File: src/rtl/bus_dest_regs_pkg.sv
// rtl/bus_dest_regs_pkg.sv - destination map, enable bit indices and register widths
package bus_dest_regs_pkg;

    localparam int BUS_WIDTH = 24;
    localparam int DM_WIDTH  = 8;
    localparam int WE_WIDTH  = 16;
    localparam int INC_WIDTH = 5;

    // write_en bit indices
    localparam int WE_PC   = 0;
    localparam int WE_IR   = 1;
    localparam int WE_AR   = 2;
    localparam int WE_AC   = 3;
    localparam int WE_X    = 4;
    localparam int WE_Y    = 5;
    localparam int WE_Z    = 6;
    localparam int WE_STXY = 7;
    localparam int WE_STYZ = 8;
    localparam int WE_STXZ = 9;
    localparam int WE_R    = 10;
    localparam int WE_R1   = 11;
    localparam int WE_R2   = 12;
    localparam int WE_R3   = 13;
    localparam int WE_DM   = 14;
    localparam int WE_RSVD = 15;

    // inc_en bit indices
    localparam int INC_PC = 0;
    localparam int INC_AR = 1;
    localparam int INC_X  = 2;
    localparam int INC_Y  = 3;
    localparam int INC_Z  = 4;

    // register widths
    localparam int PC_W   = 16;
    localparam int IR_W   = 16;
    localparam int AR_W   = 16;
    localparam int AC_W   = 24;
    localparam int IDX_W  = 8;
    localparam int ST_W   = 16;
    localparam int R_W    = 16;
    localparam int R1_W   = 8;
    localparam int R2_W   = 24;
    localparam int R3_W   = 16;

    function automatic logic [WE_WIDTH-1:0] we_bit(input int idx);
        logic [WE_WIDTH-1:0] m;
        m = '0;
        m[idx] = 1'b1;
        return m;
    endfunction

endpackage

File: src/rtl/bus_dest_regs_if.sv
// rtl/bus_dest_regs_if.sv - bus capture controls in, destination register values out
interface bus_dest_regs_if;
    import bus_dest_regs_pkg::*;

    logic [BUS_WIDTH-1:0] bus_in;
    logic [WE_WIDTH-1:0]  write_en;
    logic [INC_WIDTH-1:0] inc_en;
    logic                 clr_ac;

    logic [PC_W-1:0]      pc;
    logic [IR_W-1:0]      ir;
    logic [AR_W-1:0]      ar;
    logic [AC_W-1:0]      ac;
    logic [IDX_W-1:0]     x;
    logic [IDX_W-1:0]     y;
    logic [IDX_W-1:0]     z;
    logic [ST_W-1:0]      stxy;
    logic [ST_W-1:0]      styz;
    logic [ST_W-1:0]      stxz;
    logic [R_W-1:0]       r;
    logic [R1_W-1:0]      r1;
    logic [R2_W-1:0]      r2;
    logic [R3_W-1:0]      r3;
    logic                 dm_we;
    logic [DM_WIDTH-1:0]  dm_wdata;
    logic                 ac_zero;

    modport master (
        output bus_in, write_en, inc_en, clr_ac,
        input  pc, ir, ar, ac, x, y, z, stxy, styz, stxz,
               r, r1, r2, r3, dm_we, dm_wdata, ac_zero
    );

    modport slave (
        input  bus_in, write_en, inc_en, clr_ac,
        output pc, ir, ar, ac, x, y, z, stxy, styz, stxz,
               r, r1, r2, r3, dm_we, dm_wdata, ac_zero
    );

endinterface

File: src/rtl/bus_dest_regs_reg.sv
// rtl/bus_dest_regs_reg.sv - one destination register with clr > load > inc priority
module bus_dest_reg #(
    parameter int WIDTH = 16
) (
    input  logic             clk,
    input  logic             rst,
    input  logic             clr,
    input  logic             load,
    input  logic             inc,
    input  logic [WIDTH-1:0] d,
    output logic [WIDTH-1:0] q
);

    always_ff @(posedge clk or posedge rst) begin
        if (rst) begin
            q <= '0;
        end else if (clr) begin
            q <= '0;
        end else if (load) begin
            q <= d;
        end else if (inc) begin
            q <= q + WIDTH'(1);
        end
    end

endmodule

File: src/rtl/bus_dest_regs.sv
// rtl/bus_dest_regs.sv - captures the shared bus into write_en-selected destination registers
module bus_dest_regs
    import bus_dest_regs_pkg::*;
(
    input  logic            clk,
    input  logic            rst,
    bus_dest_regs_if.slave  bus
);

    logic [PC_W-1:0]     pc_q;
    logic [IR_W-1:0]     ir_q;
    logic [AR_W-1:0]     ar_q;
    logic [AC_W-1:0]     ac_q;
    logic [IDX_W-1:0]    x_q;
    logic [IDX_W-1:0]    y_q;
    logic [IDX_W-1:0]    z_q;
    logic [ST_W-1:0]     stxy_q;
    logic [ST_W-1:0]     styz_q;
    logic [ST_W-1:0]     stxz_q;
    logic [R_W-1:0]      r_q;
    logic [R1_W-1:0]     r1_q;
    logic [R2_W-1:0]     r2_q;
    logic [R3_W-1:0]     r3_q;
    logic                dm_we_q;
    logic [DM_WIDTH-1:0] dm_wdata_q;

    logic                unused_we_rsvd;
    assign unused_we_rsvd = bus.write_en[WE_RSVD];

    bus_dest_reg #(.WIDTH(PC_W)) u_pc (
        .clk(clk), .rst(rst), .clr(1'b0),
        .load(bus.write_en[WE_PC]), .inc(bus.inc_en[INC_PC]),
        .d(bus.bus_in[PC_W-1:0]), .q(pc_q)
    );

    bus_dest_reg #(.WIDTH(IR_W)) u_ir (
        .clk(clk), .rst(rst), .clr(1'b0),
        .load(bus.write_en[WE_IR]), .inc(1'b0),
        .d(bus.bus_in[IR_W-1:0]), .q(ir_q)
    );

    bus_dest_reg #(.WIDTH(AR_W)) u_ar (
        .clk(clk), .rst(rst), .clr(1'b0),
        .load(bus.write_en[WE_AR]), .inc(bus.inc_en[INC_AR]),
        .d(bus.bus_in[AR_W-1:0]), .q(ar_q)
    );

    // Only ac has a clear; it outranks a simultaneous bus load.
    bus_dest_reg #(.WIDTH(AC_W)) u_ac (
        .clk(clk), .rst(rst), .clr(bus.clr_ac),
        .load(bus.write_en[WE_AC]), .inc(1'b0),
        .d(bus.bus_in[AC_W-1:0]), .q(ac_q)
    );

    bus_dest_reg #(.WIDTH(IDX_W)) u_x (
        .clk(clk), .rst(rst), .clr(1'b0),
        .load(bus.write_en[WE_X]), .inc(bus.inc_en[INC_X]),
        .d(bus.bus_in[IDX_W-1:0]), .q(x_q)
    );

    bus_dest_reg #(.WIDTH(IDX_W)) u_y (
        .clk(clk), .rst(rst), .clr(1'b0),
        .load(bus.write_en[WE_Y]), .inc(bus.inc_en[INC_Y]),
        .d(bus.bus_in[IDX_W-1:0]), .q(y_q)
    );

    bus_dest_reg #(.WIDTH(IDX_W)) u_z (
        .clk(clk), .rst(rst), .clr(1'b0),
        .load(bus.write_en[WE_Z]), .inc(bus.inc_en[INC_Z]),
        .d(bus.bus_in[IDX_W-1:0]), .q(z_q)
    );

    bus_dest_reg #(.WIDTH(ST_W)) u_stxy (
        .clk(clk), .rst(rst), .clr(1'b0),
        .load(bus.write_en[WE_STXY]), .inc(1'b0),
        .d(bus.bus_in[ST_W-1:0]), .q(stxy_q)
    );

    bus_dest_reg #(.WIDTH(ST_W)) u_styz (
        .clk(clk), .rst(rst), .clr(1'b0),
        .load(bus.write_en[WE_STYZ]), .inc(1'b0),
        .d(bus.bus_in[ST_W-1:0]), .q(styz_q)
    );

    bus_dest_reg #(.WIDTH(ST_W)) u_stxz (
        .clk(clk), .rst(rst), .clr(1'b0),
        .load(bus.write_en[WE_STXZ]), .inc(1'b0),
        .d(bus.bus_in[ST_W-1:0]), .q(stxz_q)
    );

    bus_dest_reg #(.WIDTH(R_W)) u_r (
        .clk(clk), .rst(rst), .clr(1'b0),
        .load(bus.write_en[WE_R]), .inc(1'b0),
        .d(bus.bus_in[R_W-1:0]), .q(r_q)
    );

    bus_dest_reg #(.WIDTH(R1_W)) u_r1 (
        .clk(clk), .rst(rst), .clr(1'b0),
        .load(bus.write_en[WE_R1]), .inc(1'b0),
        .d(bus.bus_in[R1_W-1:0]), .q(r1_q)
    );

    bus_dest_reg #(.WIDTH(R2_W)) u_r2 (
        .clk(clk), .rst(rst), .clr(1'b0),
        .load(bus.write_en[WE_R2]), .inc(1'b0),
        .d(bus.bus_in[R2_W-1:0]), .q(r2_q)
    );

    bus_dest_reg #(.WIDTH(R3_W)) u_r3 (
        .clk(clk), .rst(rst), .clr(1'b0),
        .load(bus.write_en[WE_R3]), .inc(1'b0),
        .d(bus.bus_in[R3_W-1:0]), .q(r3_q)
    );

    // Strobe follows write_en[WE_DM] by one cycle; data is held between strobes.
    always_ff @(posedge clk or posedge rst) begin
        if (rst) begin
            dm_we_q    <= 1'b0;
            dm_wdata_q <= '0;
        end else begin
            dm_we_q <= bus.write_en[WE_DM];
            if (bus.write_en[WE_DM]) begin
                dm_wdata_q <= bus.bus_in[DM_WIDTH-1:0];
            end
        end
    end

    assign bus.pc       = pc_q;
    assign bus.ir       = ir_q;
    assign bus.ar       = ar_q;
    assign bus.ac       = ac_q;
    assign bus.x        = x_q;
    assign bus.y        = y_q;
    assign bus.z        = z_q;
    assign bus.stxy     = stxy_q;
    assign bus.styz     = styz_q;
    assign bus.stxz     = stxz_q;
    assign bus.r        = r_q;
    assign bus.r1       = r1_q;
    assign bus.r2       = r2_q;
    assign bus.r3       = r3_q;
    assign bus.dm_we    = dm_we_q;
    assign bus.dm_wdata = dm_wdata_q;
    assign bus.ac_zero  = (ac_q == '0);

endmodule

File: src/flat_wrapper.sv
// flat-port wrapper written by rule: the top's interface ports become plain ports
module bus_dest_regs_flat import bus_dest_regs_pkg::*;
  (clk, rst, bus_bus_in, bus_write_en, bus_inc_en, bus_clr_ac, bus_pc, bus_ir, bus_ar, bus_ac, bus_x, bus_y, bus_z, bus_stxy, bus_styz, bus_stxz, bus_r, bus_r1, bus_r2, bus_r3, bus_dm_we, bus_dm_wdata, bus_ac_zero);
  bus_dest_regs_if bus_i ();
  input  logic clk;
  input  logic rst;
  input wire logic [$bits(bus_i.bus_in)-1:0] bus_bus_in;
  input wire logic [$bits(bus_i.write_en)-1:0] bus_write_en;
  input wire logic [$bits(bus_i.inc_en)-1:0] bus_inc_en;
  input wire logic [$bits(bus_i.clr_ac)-1:0] bus_clr_ac;
  output wire logic [$bits(bus_i.pc)-1:0] bus_pc;
  output wire logic [$bits(bus_i.ir)-1:0] bus_ir;
  output wire logic [$bits(bus_i.ar)-1:0] bus_ar;
  output wire logic [$bits(bus_i.ac)-1:0] bus_ac;
  output wire logic [$bits(bus_i.x)-1:0] bus_x;
  output wire logic [$bits(bus_i.y)-1:0] bus_y;
  output wire logic [$bits(bus_i.z)-1:0] bus_z;
  output wire logic [$bits(bus_i.stxy)-1:0] bus_stxy;
  output wire logic [$bits(bus_i.styz)-1:0] bus_styz;
  output wire logic [$bits(bus_i.stxz)-1:0] bus_stxz;
  output wire logic [$bits(bus_i.r)-1:0] bus_r;
  output wire logic [$bits(bus_i.r1)-1:0] bus_r1;
  output wire logic [$bits(bus_i.r2)-1:0] bus_r2;
  output wire logic [$bits(bus_i.r3)-1:0] bus_r3;
  output wire logic [$bits(bus_i.dm_we)-1:0] bus_dm_we;
  output wire logic [$bits(bus_i.dm_wdata)-1:0] bus_dm_wdata;
  output wire logic [$bits(bus_i.ac_zero)-1:0] bus_ac_zero;
  assign bus_i.bus_in = bus_bus_in;
  assign bus_i.write_en = bus_write_en;
  assign bus_i.inc_en = bus_inc_en;
  assign bus_i.clr_ac = bus_clr_ac;
  assign bus_pc = bus_i.pc;
  assign bus_ir = bus_i.ir;
  assign bus_ar = bus_i.ar;
  assign bus_ac = bus_i.ac;
  assign bus_x = bus_i.x;
  assign bus_y = bus_i.y;
  assign bus_z = bus_i.z;
  assign bus_stxy = bus_i.stxy;
  assign bus_styz = bus_i.styz;
  assign bus_stxz = bus_i.stxz;
  assign bus_r = bus_i.r;
  assign bus_r1 = bus_i.r1;
  assign bus_r2 = bus_i.r2;
  assign bus_r3 = bus_i.r3;
  assign bus_dm_we = bus_i.dm_we;
  assign bus_dm_wdata = bus_i.dm_wdata;
  assign bus_ac_zero = bus_i.ac_zero;
  bus_dest_regs u_core (.clk(clk), .rst(rst), .bus(bus_i));
endmodule
File: config.mk
export PLATFORM = sky130hd
export DESIGN_NAME = bus_dest_regs_flat
export DESIGN_NICKNAME = d
export VERILOG_FILES = /design/src/rtl/bus_dest_regs_pkg.sv /design/src/rtl/bus_dest_regs_if.sv /design/src/rtl/bus_dest_regs_reg.sv /design/src/rtl/bus_dest_regs.sv /design/src/flat_wrapper.sv
export SDC_FILE = /design/constraint.sdc
export NUM_CORES = 1
export LEC_CHECK = 0
export ABC_AREA = 1
export ABC_CLOCK_PERIOD_IN_PS = 11500
export CORE_MARGIN = 3
export CORE_UTILIZATION = 48
export DETAILED_ROUTE_END_ITERATION = 10
export GPL_ROUTABILITY_DRIVEN = 0
export PLACE_DENSITY = 0.81
export SLEW_MARGIN = 20
export SYNTH_ARGS = -nofsm -noshare
export SYNTH_HDL_FRONTEND = slang
export SYNTH_SLANG_ARGS = --single-unit
File: constraint.sdc
create_clock -name clk -period 11.5 [get_ports clk]
set_input_delay 3.45 -clock clk [delete_from_list [all_inputs] [get_ports clk]]
set_output_delay 3.45 -clock clk [all_outputs]
set_load 0.02 [all_outputs]
==> impl_metrics.json, run 1 <==
{
  "grtUsageTotal": 0.260,
  "ys_seq_elements": 217,
  "clkSlewWorstSetupHoldPaths_ns": 0.06,
  "io_pins": 266,
  "dp_cells": 1435,
  "cp-end-kind": "output port",
  "drt-pass1-iter-count": 5,
  "nets": 1284,
  "yosys.area.top_type": "dfrtp_1",
  "switching_share": 0.284,
  "drt-total-wl_um": 27200,
  "grt_max_degree": 138,
  "drtIter0Drc": 632,
  "worstMarginPinSlew_ns": 1.03,
  "cts_sinks": 217,
  "die_w_um": 144,
  "detail-route-antenna-nets": 0,
  "postCtsSetupRepairBufs": 0,
  "ys_top_cells_by_area": "dfrtp_1, a21oi_1, nor2_1",
  "timing.setup.tns_ns": 0,
  "grt_pass1_wl_um": 42300,
  "die_h_um": 144,
  "finalCritPeriodShare": 0.483,
  "start_kind": "flop",
  "yosys_warnings": 0,
  "pwr-share-clk": 0.373,
  "yosys_most_used_dff": "dfrtp_1",
  "synth_cells": 983,
  "io_buffer_count": 264,
  "wl_per_cell_um": 18.5,
  "viasPerCell": 5.44,
  "path_cells": "inv_1 -> nand4_1 -> nor2_1 -> nand2_1 -> nor3_1 -> clkdlybuf4s50_1",
  "status": "complete, no violations",
  "via_count": 8026,
  "core-area_mm2": 0.0184,
  "numCtsBuffers": 23,
  "synth_edf_count": 0,
  "drc": 0,
  "initial_core_util": 0.499,
  "power.leakage_nw": 5.51,
  "grt_pass1_vias": 7704,
  "period_needed_ns": 5.56,
  "intPower_w": 0.00152,
  "cts_tree": "built",
  "setup_viol": 0,
  "dp_hpwl_um": 18500,
  "clk-insertion-delay-late_ns": 0.50,
  "yosysTopAreaCellShare": 0.592,
  "cp_max_fo": 2,
  "syn_nets": 1036,
  "clk_path_buf_depth": 3,
  "post_cts_resize_count": 0,
  "max_freq_mhz": 180,
  "cpMaxStageDelayCell": "clkdlybuf4s50_1",
  "p_total_w": 0.00212,
  "ir_worst_vdd_mv": 0.126,
  "finalHoldViolations": 0,
  "rsz0062_at_grt": "no",
  "fill_cells": 1396,
  "overflow": 0,
  "worstPathRequired_ns": 8.05,
  "ys_seq_area_frac": 0.592,
  "area_delta_synth_final_pct": 38.9,
  "finClkSkew_ns": 0.00953,
  "netlist_area_mm2": 0.00917,
  "rows": 49,
  "syn_area_per_cell_um2": 9.33,
  "synth_cell_types": 31,
  "drv_cap": 0,
  "combPwrFrac": 0.204,
  "worstHoldPathType": "reg -> reg",
  "fin_hold_ws_ns": 0.522,
  "diodes": 0,
  "setup_ws_ns": 5.94,
  "seq_power_share": 0.423,
  "fin_cells": 1475,
  "synthArstFlopShare": 1.00,
  "clockRootBuffer": "clkbuf_16",
  "pwr_density_cell_mw_per_mm2": 166,
  "die_area_mm2": 0.0208,
  "dpl_worst_slack_ns": 5.72,
  "drive_gt1_frac": 0.0674,
  "crit_arrival_ns": 2.11,
  "critPathKind": "reg -> out",
  "report.final.slew_viol_count": 0,
  "slew_headroom": 0.313,
  "cp_slowest_stage_delay_ns": 0.66,
  "p_sw_w": 0.000602,
  "htreeDepth": 1,
  "antenna_found_initial": 0,
  "hold_buffers": 0
}
[registers in the layout (all words and copies together), names as in the netlist]
register and count:
u_core.u_pc.q 16, u_core.bus.dm_we 1, u_core.u_ar.q 16, u_core.u_stxy.q 16, u_core.u_stxz.q 16, u_core.u_y.q 8
u_core.u_r.q 16, u_core.u_ir.q 16, u_core.u_r1.q 8, u_core.u_z.q 8, u_core.u_x.q 8, u_core.u_styz.q 16
u_core.u_ac.q 24, u_core.u_r2.q 24, u_core.u_r3.q 16, u_core.bus.dm_wdata 8
[power groups by stage]
stage | Combinational (W) | Sequential [W] | Clock [W]
4_1_cts | 0.000435 | 0.000896 | 0.000803
2_1_floorplan | 0.000134 | 0.000988 | 0
5_1_grt | 0.000466 | 0.000907 | 0.000831
6_report | 0.000431 | 0.000897 | 0.000790
3_3_place_gp | 0.000425 | 0.000905 | 0
3_5_place_dp | 0.000433 | 0.000908 | 0
[final cells by class]
cell class	count	area [um^2]	area share
flip-flops and latches	217	5430	0.426
well taps	229	287	0.0225
clock inverters	13	193	0.0151
clock buffers	27	621	0.0487
repair buffers	266	2650	0.208
inverters	90	345	0.0271
multi-input cells	633	3210	0.252
[layer usage]
layer	routed length, um	global-route usage	up-vias
met5	0	0	-
met3	2120	0.0532	57
met2	13200	0.425	317
li1	-	-	3779
met1	11000	0.354	3873
met4	881	0.0781	0
[placed cells by master (no fill, tap or decap), types with 6 or more instances in the layout]
| cell type | netlist | final |
|---|---|---|
| clkbuf_16 | 0 | 23 |
| clkinv_2 | 0 | 7 |
| nand2_1 | 111 | 111 |
| nand4_1 | 14 | 14 |
| xor2_1 | 18 | 18 |
| clkinv_1 | 6 | 6 |
| clkdlybuf4s50_1 | 0 | 262 |
| inv_2 | 9 | 9 |
| o21ai_1 | 11 | 11 |
| nor2_2 | 17 | 17 |
| nor2_1 | 161 | 161 |
| o21ai_0 | 8 | 8 |
| nand3_1 | 46 | 46 |
| dfrtp_1 | 217 | 217 |
| inv_1 | 75 | 74 |
| a22oi_1 | 39 | 39 |
| nand2_2 | 8 | 8 |
| xnor2_1 | 10 | 10 |
| o22ai_1 | 23 | 23 |
| a21oi_1 | 142 | 142 |
[cell families after synthesis]
family                   count (synthesis)  synth area share
AO/OA/AOI/OAI                          234             0.145
XOR/XNOR                                28            0.0267
adder cells (fa/ha/maj)                  5           0.00682
buffers and inverters                  133            0.0577
flip-flops                             217             0.592
multiplexers                             1           0.00123
AND/OR/NAND/NOR                        365             0.170
[stage by stage]
stage	utilization	area (um^2)
after floorplan	-	9170
after global placement	0.649	11900
after detailed placement	0.649	11900
after CTS	0.693	12700
after global routing	0.692	12700
final	0.692	12700
[synthesized netlist by cell type, drive strengths merged, types with 5 or more instances]
master    n
nand3    49
nor2    179
nand2   119
xnor2    10
a22oi    39
nand4    14
dfrtp   217
o22ai    23
clkbuf   20
clkinv    6
inv      84
buf      23
o21bai    6
ha        5
xor2     18
a21oi   142
o21ai    19
[path summary, 6_finish.rpt]
path                                                    start                             to  slack, ns  cells after the start
worst max-delay path            u_core.u_ac.q[10]$_DFFE_PP0P_                    bus_ac_zero       5.94                      6
worst min-delay path             u_core.u_r2.q[1]$_DFFE_PP0P_   u_core.u_r2.q[1]$_DFFE_PP0P_       0.52                      2
worst max register to register   u_core.u_ar.q[0]$_DFFE_PP0P_  u_core.u_ar.q[10]$_DFFE_PP0P_      10.05                      8
worst min register to register   u_core.u_r2.q[1]$_DFFE_PP0P_   u_core.u_r2.q[1]$_DFFE_PP0P_       0.52                      2
max in group asynchronous                                 rst   u_core.u_r1.q[7]$_DFFE_PP0P_       6.30                      3
min in group asynchronous                                 rst  u_core.u_ar.q[12]$_DFFE_PP0P_       3.53                      2
[worst max-delay path: cells and delay by family, from the launching register on]
| kind | cells | cell delay [ns] |
|---|---|---|
| buf+inv | 2 | 0.74 |
| flops | 1 | 0.39 |
| simple gates | 4 | 0.48 |
No activity file was read; power rests on OpenSTA's default activity.
==> inputs of run 2 (changes only) <==
Settings changed: ABC_CLOCK_PERIOD_IN_PS 11500 to 4900, CORE_UTILIZATION 48 to 43, PLACE_DENSITY 0.81 to 0.76.
Clock period 11.5 ns to 4.9 ns, I/O delays scaled along.
==> impl_metrics.json, run 2 (synthesis gave the netlist of run 1 again) <==
{
  "hold_buffers": 0,
  "r2r_setup_slack_ns": 3.50,
  "clkSlewWorstSetupHoldPaths_ns": 0.06,
  "ir_worst_vdd_mv": 0.204,
  "mostFrequentLayoutCells": "clkdlybuf4s50_1, dfrtp_1, nor2_1, a21oi_1, nand2_1",
  "max_freq_mhz": 283,
  "finClkSkew_ns": 0.00834,
  "die_w_um": 152,
  "antenna_found_initial": 0,
  "rows": 52,
  "htreeDepth": 1,
  "io_buffer_count": 264,
  "slew_headroom": 0.310,
  "grt_pass1_wl_um": 44100,
  "core-area_mm2": 0.0206,
  "period_needed_ns": 3.53,
  "dp_hpwl_um": 19200,
  "via_count": 8100,
  "cts_tree": "built",
  "cp-end-kind": "output port",
  "worstMarginPinSlew_ns": 1.03,
  "clockRootBuffer": "clkbuf_16",
  "cts_sinks": 217,
  "clk-insertion-delay-late_ns": 0.51,
  "grtUsageTotal": 0.236,
  "report.final.slew_viol_count": 0,
  "setup_viol": 0,
  "crit_arrival_ns": 2.06,
  "io_pins": 266,
  "initial_core_util": 0.445,
  "clk_path_buf_depth": 3,
  "pwr_density_cell_mw_per_mm2": 390,
  "worstPathRequired_ns": 3.43,
  "drtIter0Drc": 628,
  "status": "complete, no violations",
  "postCtsSetupRepairBufs": 0,
  "drc": 0,
  "biggestRegsByFlops": "u_core.u_ac.q: 24 flops, u_core.u_r2.q: 24 flops",
  "area_delta_synth_final_pct": 40.2,
  "critPathKind": "reg -> out",
  "post_cts_resize_count": 0,
  "start_kind": "flop",
  "drt-pass1-iter-count": 5,
  "drt-total-wl_um": 28300,
  "rsz0062_at_grt": "no",
  "nets": 1288,
  "die_area_mm2": 0.0231,
  "placed_cell_area_mm2": 0.0120,
  "finalCritPeriodShare": 0.721,
  "grt_max_degree": 77,
  "diodes": 0,
  "worstHoldPathType": "reg -> reg",
  "fin_area_mm2": 0.0129,
  "drive_gt1_frac": 0.0710,
  "wl_per_cell_um": 18.6,
  "timing.setup.tns_ns": 0,
  "detail-route-antenna-nets": 0,
  "viasPerCell": 5.32,
  "finalHoldViolations": 0,
  "drv_cap": 0,
  "die_h_um": 152,
  "power.leakage_nw": 5.54,
  "numCtsBuffers": 24,
  "cp_max_fo": 2,
  "overflow": 0,
  "fill_cells": 1753,
  "final_common_cell": "clkdlybuf4s50_1",
  "grt_pass1_vias": 7885
}
run 2: area by class of cell:
cell class / instances / area [um^2] / share of cell area
clock buffer: 33 / 694 / 0.0540
clock inverter: 11 / 151 / 0.0118
inverter: 90 / 342 / 0.0266
multi-input combinational: 633 / 3210 / 0.250
sequential: 217 / 5430 / 0.422
tap: 270 / 338 / 0.0263
timing repair buffer: 269 / 2700 / 0.210
run 2: power by group:
part | switching (W) | total, W | internal, W | leakage, nW
Clock | 0.000730 | 0.00188 | 0.00115 | 0.416
Sequential | 0.000150 | 0.00211 | 0.00196 | 2.52
Combinational | 0.000581 | 0.00102 | 0.000439 | 2.60
Total | 0.00146 | 0.00501 | 0.00355 | 5.54
run 2: metrics by stage:
| stage | setup slack, ns | std cells | power [W] | util | hold slack, ns |
|---|---|---|---|---|---|
| 2_1_floorplan | 0.604 | 983 | 0.00263 | - | 0.617 |
| 3_3_place_gp | 1.57 | 1479 | 0.00313 | 0.583 | 0.491 |
| 3_5_place_dp | 1.55 | 1479 | 0.00316 | 0.583 | 0.495 |
| 4_1_cts | 1.34 | 1523 | 0.00506 | 0.624 | 0.508 |
| 5_1_grt | 1.22 | 1523 | 0.00522 | 0.624 | 0.519 |
| 6_report | 1.37 | 1523 | 0.00501 | 0.624 | 0.505 |
run 2: final timing paths:
path | start | cells after the start | end
worst max register to register | u_core.u_ar.q[1]$_DFFE_PP0P_ | 8 | u_core.u_ar.q[10]$_DFFE_PP0P_
max in group asynchronous | rst | 3 | u_core.u_r1.q[1]$_DFFE_PP0P_
worst min-delay path | u_core.u_r2.q[23]$_DFFE_PP0P_ | 1 | u_core.u_r2.q[23]$_DFFE_PP0P_
worst max-delay path | u_core.u_ac.q[20]$_DFFE_PP0P_ | 6 | bus_ac_zero
worst min register to register | u_core.u_r2.q[23]$_DFFE_PP0P_ | 1 | u_core.u_r2.q[23]$_DFFE_PP0P_
min in group asynchronous | rst | 2 | u_core.u_ar.q[9]$_DFFE_PP0P_
run 2: routing by layer:
layer	wire, um	GRT usage
met1	11700	0.313
met5	0	0
met2	13400	0.383
met3	2240	0.0566
met4	995	0.0796
run 2: critical path, stage by stage (launching register included):
cell,delay (ns)
dfrtp_1,0.37
inv_1,0.09
nand4_1,0.10
nor2_1,0.12
nand2_1,0.08
nor3_1,0.15
clkdlybuf4s50_1,0.65
==> inputs of run 3 (changes only) <==
Settings changed: ABC_CLOCK_PERIOD_IN_PS 4900 to 3300, CORE_UTILIZATION 43 to 48, PLACE_DENSITY 0.76 to 0.81.
Clock period 4.9 ns to 3.3 ns, I/O delays scaled along.
==> impl_metrics.json, run 3 (synthesis gave the netlist of run 1 again) <==
{
  "status": "complete, no violations",
  "drive_gt1_frac": 0.0832,
  "dp_hpwl_um": 19900,
  "mostFrequentLayoutCells": "clkdlybuf4s50_1, dfrtp_1, nor2_1, a21oi_1, nand2_1",
  "die_h_um": 144,
  "power.leakage_nw": 5.64,
  "drt-pass1-iter-count": 5,
  "die_area_mm2": 0.0208,
  "htreeDepth": 1,
  "clkSlewWorstSetupHoldPaths_ns": 0.06,
  "antenna_found_initial": 0,
  "diodes": 0,
  "grt_pass1_vias": 8069,
  "nets": 1311,
  "finalCritPeriodShare": 0.931,
  "period_needed_ns": 3.07,
  "final_common_cell": "clkdlybuf4s50_1",
  "max_freq_mhz": 325,
  "report.final.slew_viol_count": 0,
  "cts_tree": "built",
  "timing.setup.tns_ns": 0,
  "viasPerCell": 5.42,
  "drt-total-wl_um": 28600,
  "combPwrFrac": 0.211,
  "critPathKind": "reg -> out",
  "ir_worst_vdd_mv": 0.462,
  "detail-route-antenna-nets": 0,
  "initial_core_util": 0.499,
  "worstMarginPinSlew_ns": 0.793,
  "finClkSkew_ns": 0.00739,
  "postCtsSetupRepairBufs": 0,
  "biggestRegsByFlops": "u_core.u_ac.q: 24 flops, u_core.u_r2.q: 24 flops",
  "numCtsBuffers": 23,
  "intPower_w": 0.00523,
  "core-area_mm2": 0.0184,
  "met3WireLength_um": 2290,
  "finalHoldViolations": 0,
  "io_pins": 266,
  "p_sw_w": 0.00213,
  "cp_max_fo": 2,
  "via_count": 8150,
  "grt_pass1_wl_um": 44000,
  "rsz0062_at_grt": "no",
  "met2_wirelength_um": 13700,
  "area_delta_synth_final_pct": 41.6,
  "hold_buffers": 0,
  "drv_cap": 0,
  "io_buffer_count": 264,
  "pwr_density_cell_mw_per_mm2": 567,
  "grt_max_degree": 45,
  "seq_power_share": 0.426,
  "slew_headroom": 0.470,
  "rows": 49,
  "worstPathRequired_ns": 2.31,
  "drtIter0Drc": 630,
  "fill_cells": 1375,
  "start_kind": "flop",
  "setup_viol": 0,
  "wl_met1_um": 11500,
  "switching_share": 0.289,
  "cts_sinks": 217,
  "regArea_mm2": 0.00543,
  "wl_per_cell_um": 19.0,
  "crit_arrival_ns": 2.08,
  "fin_util": 0.706,
  "clk-insertion-delay-late_ns": 0.49,
  "multi_input_area_mm2": 0.00321,
  "cp-end-kind": "output port",
  "placed_cell_area_mm2": 0.0122,
  "die_w_um": 144,
  "pwr-share-clk": 0.364,
  "overflow": 0,
  "grtUsageTotal": 0.271,
  "fin_area_mm2": 0.0130,
  "highest_layer": "met4",
  "worstHoldPathType": "reg -> reg",
  "post_cts_resize_count": 0,
  "drc": 0,
  "clockRootBuffer": "clkbuf_16",
  "clk_path_buf_depth": 3
}
[run 3: through the flow]
stage,hold WS (ns),total power [W],setup slack [ns],instances
floorplan,0.617,0.00391,-0.516,983
global placement,0.489,0.00468,0.668,1462
detailed placement,0.495,0.00472,0.627,1462
CTS,0.509,0.00740,0.205,1503
global route,0.523,0.00765,0.104,1503
finish,0.508,0.00736,0.228,1503
[run 3: final cells by class]
type,instances,share of cell area
inverter,90,0.0263
clock inverter,7,0.00867
sequential,217,0.418
tap,229,0.0221
clock buffer,34,0.0521
multi-input combinational,633,0.247
timing repair buffer,293,0.225
[run 3: power groups by stage]
stage / sequential [W] / combinational, W / clock, W
final: 0.00313 / 0.00155 / 0.00268
after global routing: 0.00316 / 0.00167 / 0.00282
after CTS: 0.00313 / 0.00156 / 0.00271
after detailed placement: 0.00317 / 0.00155 / 0
after global placement: 0.00316 / 0.00152 / 0
after floorplan: 0.00344 / 0.000466 / 0
[run 3: critical path: stages (launching register included)]
cell and delay [ns]:
dfrtp_1 0.39, inv_1 0.08, nand4_1 0.13, nor2_1 0.12, nand2_1 0.09, nor3_1 0.14
clkdlybuf4s50_1 0.64
[run 3: final timing paths]
check	end	cells after the start	slack, ns	startpoint
worst max-delay path	bus_ac_zero	6	0.23	u_core.u_ac.q[11]$_DFFE_PP0P_
worst min-delay path	u_core.u_r2.q[23]$_DFFE_PP0P_	1	0.51	u_core.u_r2.q[23]$_DFFE_PP0P_
worst max register to register	u_core.u_ar.q[10]$_DFFE_PP0P_	8	1.87	u_core.u_ar.q[0]$_DFFE_PP0P_
worst min register to register	u_core.u_r2.q[23]$_DFFE_PP0P_	1	0.51	u_core.u_r2.q[23]$_DFFE_PP0P_
max in group asynchronous	u_core.u_stxz.q[5]$_DFFE_PP0P_	3	1.68	rst
min in group asynchronous	u_core.u_ar.q[9]$_DFFE_PP0P_	2	0.94	rst
[run 3: metal layers]
metal,vias to the layer above,global-route usage
li1,3816,-
met1,3907,0.363
met2,356,0.438
met3,71,0.0579
met4,0,0.102
met5,-,0
